## config.mk

```make
export PLATFORM = sky130hd
export DESIGN_NAME = div_unit
export DESIGN_NICKNAME = d
export VERILOG_FILES = /design/src/rtl/div_unit.sv
export SDC_FILE = /design/constraint.sdc
export NUM_CORES = 1
export LEC_CHECK = 0
export ABC_AREA = 1
export CAP_MARGIN = 20
export CORE_MARGIN = 4
export CORE_UTILIZATION = 59
export CTS_CLUSTER_SIZE = 14
export DETAILED_ROUTE_END_ITERATION = 8
export DONT_BUFFER_PORTS = 1
export HOLD_SLACK_MARGIN = 0.08
export PLACE_DENSITY = 0.75
export SLEW_MARGIN = 10
export SYNTH_ARGS = -nofsm -noshare
export SYNTH_HDL_FRONTEND = slang
export SYNTH_SLANG_ARGS = --single-unit
```

## constraint.sdc

```tcl
create_clock -name clock -period 6.7 [get_ports clock]
set_clock_uncertainty 0.05 [all_clocks]
set_input_delay 0.67 -clock clock [delete_from_list [all_inputs] [get_ports clock]]
set_output_delay 0.67 -clock clock [all_outputs]
set_load 0.02 [all_outputs]
```

## src/rtl/div_unit.sv

```systemverilog
// Sequential signed divider: one restoring shift-subtract step per clock on the
// operand magnitudes, then a sign-correction cycle that loads hi/lo.
module div_unit (
  input  logic        clock,
  input  logic        reset,
  input  logic        start,
  input  logic [31:0] a,
  input  logic [31:0] b,
  output logic [31:0] hi,
  output logic [31:0] lo,
  output logic        busy,
  output logic        done,
  output logic        div_zero,
  output logic [1:0]  stateDbg
);

  typedef enum logic [1:0] {
    IDLE   = 2'd0,
    RUN    = 2'd1,
    FINISH = 2'd2
  } divState_t;

  divState_t   state;
  divState_t   stateNext;
  logic [5:0]  stepCount;
  logic [63:0] remQuo;
  logic [31:0] divisorMag;
  logic        quoNeg;
  logic        remNeg;
  logic        divisorZero;
  logic        acceptStart;
  logic [32:0] trialDiff;
  logic [31:0] quoMag;
  logic [31:0] remMag;

  assign divisorZero = (b == 32'd0);
  assign acceptStart = (state == IDLE) && start && !divisorZero;

  // Upper remainder is always below the divisor, so a 33-bit trial is enough;
  // bit 32 set means the subtraction borrowed and the step restores.
  assign trialDiff = remQuo[63:31] - {1'b0, divisorMag};
  assign quoMag    = remQuo[31:0];
  assign remMag    = remQuo[63:32];

  always_ff @(posedge clock or posedge reset) begin
    if (reset) state <= IDLE;
    else       state <= stateNext;
  end

  always_comb begin
    stateNext = state;
    busy      = 1'b0;
    stateDbg  = state;
    case (state)
      IDLE: begin
        if (acceptStart) stateNext = RUN;
      end
      RUN: begin
        busy = 1'b1;
        if (stepCount == 6'd31) stateNext = FINISH;
      end
      FINISH: begin
        busy      = 1'b1;
        stateNext = IDLE;
      end
      default: stateNext = IDLE;
    endcase
  end

  always_ff @(posedge clock or posedge reset) begin
    if (reset) begin
      stepCount  <= 6'd0;
      remQuo     <= 64'd0;
      divisorMag <= 32'd0;
      quoNeg     <= 1'b0;
      remNeg     <= 1'b0;
      hi         <= 32'd0;
      lo         <= 32'd0;
      done       <= 1'b0;
      div_zero   <= 1'b0;
    end else begin
      done     <= (state == FINISH);
      div_zero <= (state == IDLE) && start && divisorZero;
      case (state)
        IDLE: begin
          if (acceptStart) begin
            // Magnitude of -2^31 wraps to 0x80000000, which is correct unsigned.
            remQuo     <= {32'd0, (a[31] ? (~a + 32'd1) : a)};
            divisorMag <= b[31] ? (~b + 32'd1) : b;
            remNeg     <= a[31];
            quoNeg     <= a[31] ^ b[31];
            stepCount  <= 6'd0;
          end
        end
        RUN: begin
          stepCount <= stepCount + 6'd1;
          if (trialDiff[32]) remQuo <= {remQuo[62:0], 1'b0};
          else               remQuo <= {trialDiff[31:0], remQuo[30:0], 1'b1};
        end
        FINISH: begin
          lo <= quoNeg ? (~quoMag + 32'd1) : quoMag;
          hi <= remNeg ? (~remMag + 32'd1) : remMag;
        end
        default: ;
      endcase
    end
  end

endmodule

```

## Word-level counts from Yosys, hierarchy flattened

Index checks and enable logic that the tools add are counted.

| storage, ports and cells | value |
|---|---|
| latch bits | 0 |
| flip-flop bits (word level) | 172 |
| logic and storage cells | 50 |
| memories | 0 |
| bits in writable memories | 0 |
| bits of input ports | 67 |
| output and inout bits | 69 |
| memory bits (read-only) | 0 |

| operators by class | value |
|---|---|
| div/mod/pow operators | 0 |
| shift operators | 0 |
| magnitude comparators | 0 |
| $add $sub $neg | 6 |
| $mul | 0 |
| eq/ne operators | 5 |
| multiplexer cells | 13 |
| reduce and logical (&&, ||, !) cells | 11 |
| bitwise logic cells | 5 |

Operators with widths:

| kind | count |
|---|---|
| $add 32x1->32 const B | 4 |
| $mux 32 | 4 |
| $mux 64 | 2 |
| $not 32->32 | 4 |
| $pmux 64 s2 | 1 |
| $sub 33x32->33 | 1 |
| $logic_not 32->1 | 1 |
| $pmux 6 s2 | 1 |
| $add 6x1->6 const B | 1 |
| $eq 6x5->1 const B | 1 |
| $mux 6 | 1 |
| $reduce_and 2->1 | 3 |
| $mux 2 | 2 |
| $ne 2x2->1 const B | 2 |
| $pmux 2 s2 | 1 |
| $logic_and 1x1->1 | 3 |
| $eq 2x1->1 const B | 1 |
| $eq 2x2->1 const B | 1 |
| $logic_not 2->1 | 1 |
| $reduce_bool 2->1 | 1 |
| $reduce_or 2->1 | 1 |
| $logic_not 1->1 | 1 |
| $mux 1 | 1 |
| $xor 1x1->1 | 1 |

## Logic depth before layout (Yosys ltp)

| logic depth | value |
|---|---|
| depth after elaboration | 5 |
| depth in mapped cells | 18 |
| depth with buffers taken out | 17 |

## Worst setup path before layout

No wires, ideal clock.

| timing path | value |
|---|---|
| path kind | reg-to-reg |
| start point | register remQuo[31] |
| end point | register remQuo[34] |
| path buffers | 1 |
| slack | 4.446 ns |
| period minus slack after synthesis | 2.254 ns |
| setup time | 0.117 ns |
| arrival time | 2.086 ns |
| data required time | 6.533 ns |
| cell stages (with the launch flop) | 17 |
| path through | dfrtp_1 > inv_1 > ha_1 > fa_1 > inv_1 > nand2_1 > nand2_1 > nand3_1 > nand2_2 > nand2_2 > nand2_2 > nand2_2 > nand3_2 > buf_4 > nand3_1 > nand3_1 > nand2_1 |

| on the way | value |
|---|---|
| cells in the longest elaborated chain, start to end | 3 |

RTL lines:

| item | line | RTL |
|---|---|---|
| from (decl) | 26 | `logic [63:0] remQuo;` |
| from (signal assigned) | 88 | `remQuo <= {32'd0, (a[31] ? (~a + 32'd1) : a)};` |
| from (signal assigned) | 97 | `if (trialDiff[32]) remQuo <= {remQuo[62:0], 1'b0};` |
| from (signal assigned) | 98 | `else remQuo <= {trialDiff[31:0], remQuo[30:0], 1'b1};` |
| $sub 33x32->33 | 41 | `assign trialDiff = remQuo[63:31] - {1'b0, divisorMag};` |
| $mux 64 | 97 |  |
| $pmux 64 s2 | 84 | `case (state)` |

Every way passes these cells.
A chain may end at the register's enable or synchronous reset.

## Final worst setup path

| timing path | value |
|---|---|
| start point | input b[0] |
| end point | register stepCount[4] |

| on the way | value |
|---|---|
| cells in the longest elaborated chain, start to end | 5 |

RTL lines:

| item | line | RTL |
|---|---|---|
| from (decl) | 8 | `input logic [31:0] b,` |
| $logic_not 32->1 | 36 | `assign divisorZero = (b == 32'd0);` |
| $logic_not 1->1 | 37 | `assign acceptStart = (state == IDLE) && start && !divisorZero;` |
| $logic_and 1x1->1 | 37 |  |
| $ne 2x2->1 (no line) | - |  |
| $reduce_and 2->1 (no line) | - |  |
| to (signal assigned) | 96 | `stepCount <= stepCount + 6'd1;` |
| to (decl) | 25 | `logic [5:0] stepCount;` |

Every way passes these cells.

==> flow_summary.ini <==
[cells_and_area]
antenna_cells = 0
mostFrequentLayoutCells = nand2_1 (635), inv_1 (267), nor2_1 (187)
final_nets = 2029
final_common_cell = nand2_1
area_delta_synth_final_pct = 5.86
fill_cells = 2034
drive_gt1_share_pct = 4.45

[outcome]
status = finished clean

[timing]
finalMaxSlewViolations = 0
min_period_ns = 3.46
hold_ws_ns = 0.153
slew_headroom_pct = 36.1
finalHoldViolCount = 0
fin_ws_ns = 3.24
timing.fmax_ghz = 0.289
rsz0062_at_grt = no
finalCritPeriodShare_pct = 51.6
worstMarginPinSlew_ns = 0.956
setup_viol = 0
setup_tns_ns = 0

[setup_path]
startpoint_type = input port
crit_top_cell = a21oi_1
cp_num_cells = 11
path_cells = inv_1, ha_1, nand3_2, nor2_2, nand2_1, o21bai_4, nand2_2, clkinv_1, buf_4, a21oi_1, a21oi_1
critPathArrivalTime_ns = 3.77
r2r_slack_ns = 3.40
r2r_cells = 9
cp_max_fo = 47
required_ns = 7.01
reg2reg_to = stepCount[4]$_DFFE_PP0P_
r2r_start = stateDbg[0]$_DFFE_PP0P_
critical-path-slowest-cell = o21bai_4
critPathBufInv = 3
path_delay_family = simple AND/OR/NAND/NOR gates
crit_type = in2reg
cp-end-kind = register
critPathMaxStageDelay_ns = 0.77

[global_routing]
overflow = 0
antenna_found_initial = 0
gr-usage-all-layers_pct = 31.4
grt_max_degree = 85
grt_pass1_vias = 11400
grt_pass1_wl_mm = 60.8

[cts]
clkTransAtPathRegs_ns = 0.08
cts_hold_buf = 0
postCtsSetupBuffers = 0
cts_tree = built
clock-sinks = 172
clock_path_buffers = 2
cts_resized = 0
root_buffer = clkbuf_16
clkLatencyLatePin_ns = 0.45
cts_made_buffers = 17
htree_levels = 4

[synthesis]
synth_edf_count = 0
ys_seq_area_share_pct = 33.3
ys_ff_latch = 172
ys.flop_type = dfrtp_1
syn_avg_cell_area_um2 = 6.61
syn_area_um2 = 12900
synth-async-reset-ratio_pct = 100
syn_nets = 2062
yosys_warnings = 0
synth_cell_types = 48
synth_cells = 1954

[die]
core-area_um2 = 21300
io-pin-count = 136
dieArea_um2 = 24300
start_util_pct = 60.7
rows = 53
die_height_um = 156
die_w_um = 156

[placement]
place.gp.congestion = 0.964
pre_cts_slack_ns = 2.81
dp_hpwl_mm = 30.2
numPortBuffers = 0

[power]
peakVddDrop_mv = 0.334
cellPowerDensity_nw_per_um2 = 550
p_comb_share_pct = 56.1
p_seq_share_pct = 29.7
power.internal_w = 0.00341
p_sw_w = 0.00411
p_clk_share_pct = 14.1
leakagePower_nw = 7.14
power_switching_share_pct = 54.6

[run]
maxCapViolations = 0

[route]
detail-route-antenna-nets = 0
first_iter_violations = 1104
wl_mm = 38.0
drc = 0
viasPerCell = 5.65
wire_per_inst_um = 17.2
dr_total_vias = 12500
firstDrtPassIters = 7

[hold_path]
hold_path.class = in2async
## registers in the layout, indices dropped and copies added, names as in the netlist
name and count:
done 1, div_zero 1, remNeg 1, hi 32, divisorMag 32, lo 32, stateDbg 2, remQuo 64
stepCount 6, quoNeg 1
## cell usage after synthesis (all sizes together), types with 5 or more instances
cell / n / area [um2]
a21oi: 35 / 183
a31oi: 26 / 163
buf: 32 / 213
clkbuf: 27 / 101
dfrtp: 172 / 4300
ha: 40 / 500
inv: 273 / 1030
nand2: 648 / 2470
nand3: 180 / 916
nand3b: 19 / 143
nand4: 24 / 150
nor2: 194 / 756
nor3: 18 / 100
o211ai: 15 / 128
o21ai: 113 / 569
o21bai: 5 / 41.3
o221ai: 17 / 174
o22ai: 6 / 37.5
o31ai: 6 / 45.0
xnor2: 15 / 131
xor2: 71 / 622
## per-layer routing
| metal | share of wire, % | GRT usage (%) | vias up |
|---|---|---|---|
| li1 | - | - | 6178 |
| met1 | 47 | 48.5 | 5791 |
| met2 | 43 | 45.9 | 464 |
| met3 | 8.4 | 5.41 | 44 |
| met4 | 1.8 | 7.59 | 0 |
| met5 | 0 | 0 | - |
## logic make-up (layout without fill, tap and decap cells)
logic type	Yosys count	after routing	share of synthesized area, %
and+or+nand+nor	1094	1094	35.7
AOI/OAI and AO/OA	227	227	10.7
xor gates and xnor gates	86	86	5.83
buffers and inverters	334	314	10.4
DFF	172	172	33.3
adders and majority gates	41	41	4.03
## worst max-delay path by stage
stage	start	slack, ns	endpoint
detailed placement	b[0]	2.81	remQuo[0]$_DFFE_PP0P_
CTS	b[0]	3.21	stepCount[4]$_DFFE_PP0P_
global route	b[0]	2.89	stepCount[4]$_DFFE_PP0P_
floorplan	reset	1.32	div_zero$_DFF_PP0_
global placement	b[0]	2.86	remQuo[0]$_DFFE_PP0P_
finish	b[0]	3.24	stepCount[4]$_DFFE_PP0P_
## area by class of cell
cell class | instances | area (um2) | share of cell area (%)
multi-input cells | 1448 | 7280 | 53.2
flip-flops and latches | 172 | 4300 | 31.5
inverters | 275 | 1040 | 7.61
clock buffers | 17 | 425 | 3.11
well taps | 275 | 344 | 2.52
clock inverters | 15 | 214 | 1.57
repair buffers | 7 | 65.1 | 0.476
## power groups by stage
| stage | logic (W) | registers, W | clock network [W] |
|---|---|---|---|
| floorplan | 0.00327 | 0.00201 | 0 |
| global placement | 0.00408 | 0.00223 | 0 |
| detailed placement | 0.00415 | 0.00224 | 0 |
| CTS | 0.00417 | 0.00222 | 0.00107 |
| global route | 0.00478 | 0.00228 | 0.00111 |
| finish | 0.00422 | 0.00223 | 0.00106 |
## stage by stage
stage                     total power, W  area [um2]  instances  util, %
final                            0.00752       13700       2209     64.2
after global routing             0.00817       13700       2209     64.2
after CTS                        0.00746       13600       2208     64.1
after detailed placement         0.00639       13000       2176     61.1
after global placement           0.00631       13000       2176     61.1
after floorplan                  0.00528       12900       1954        -
Note: power is estimated with default switching activity, not from simulation.
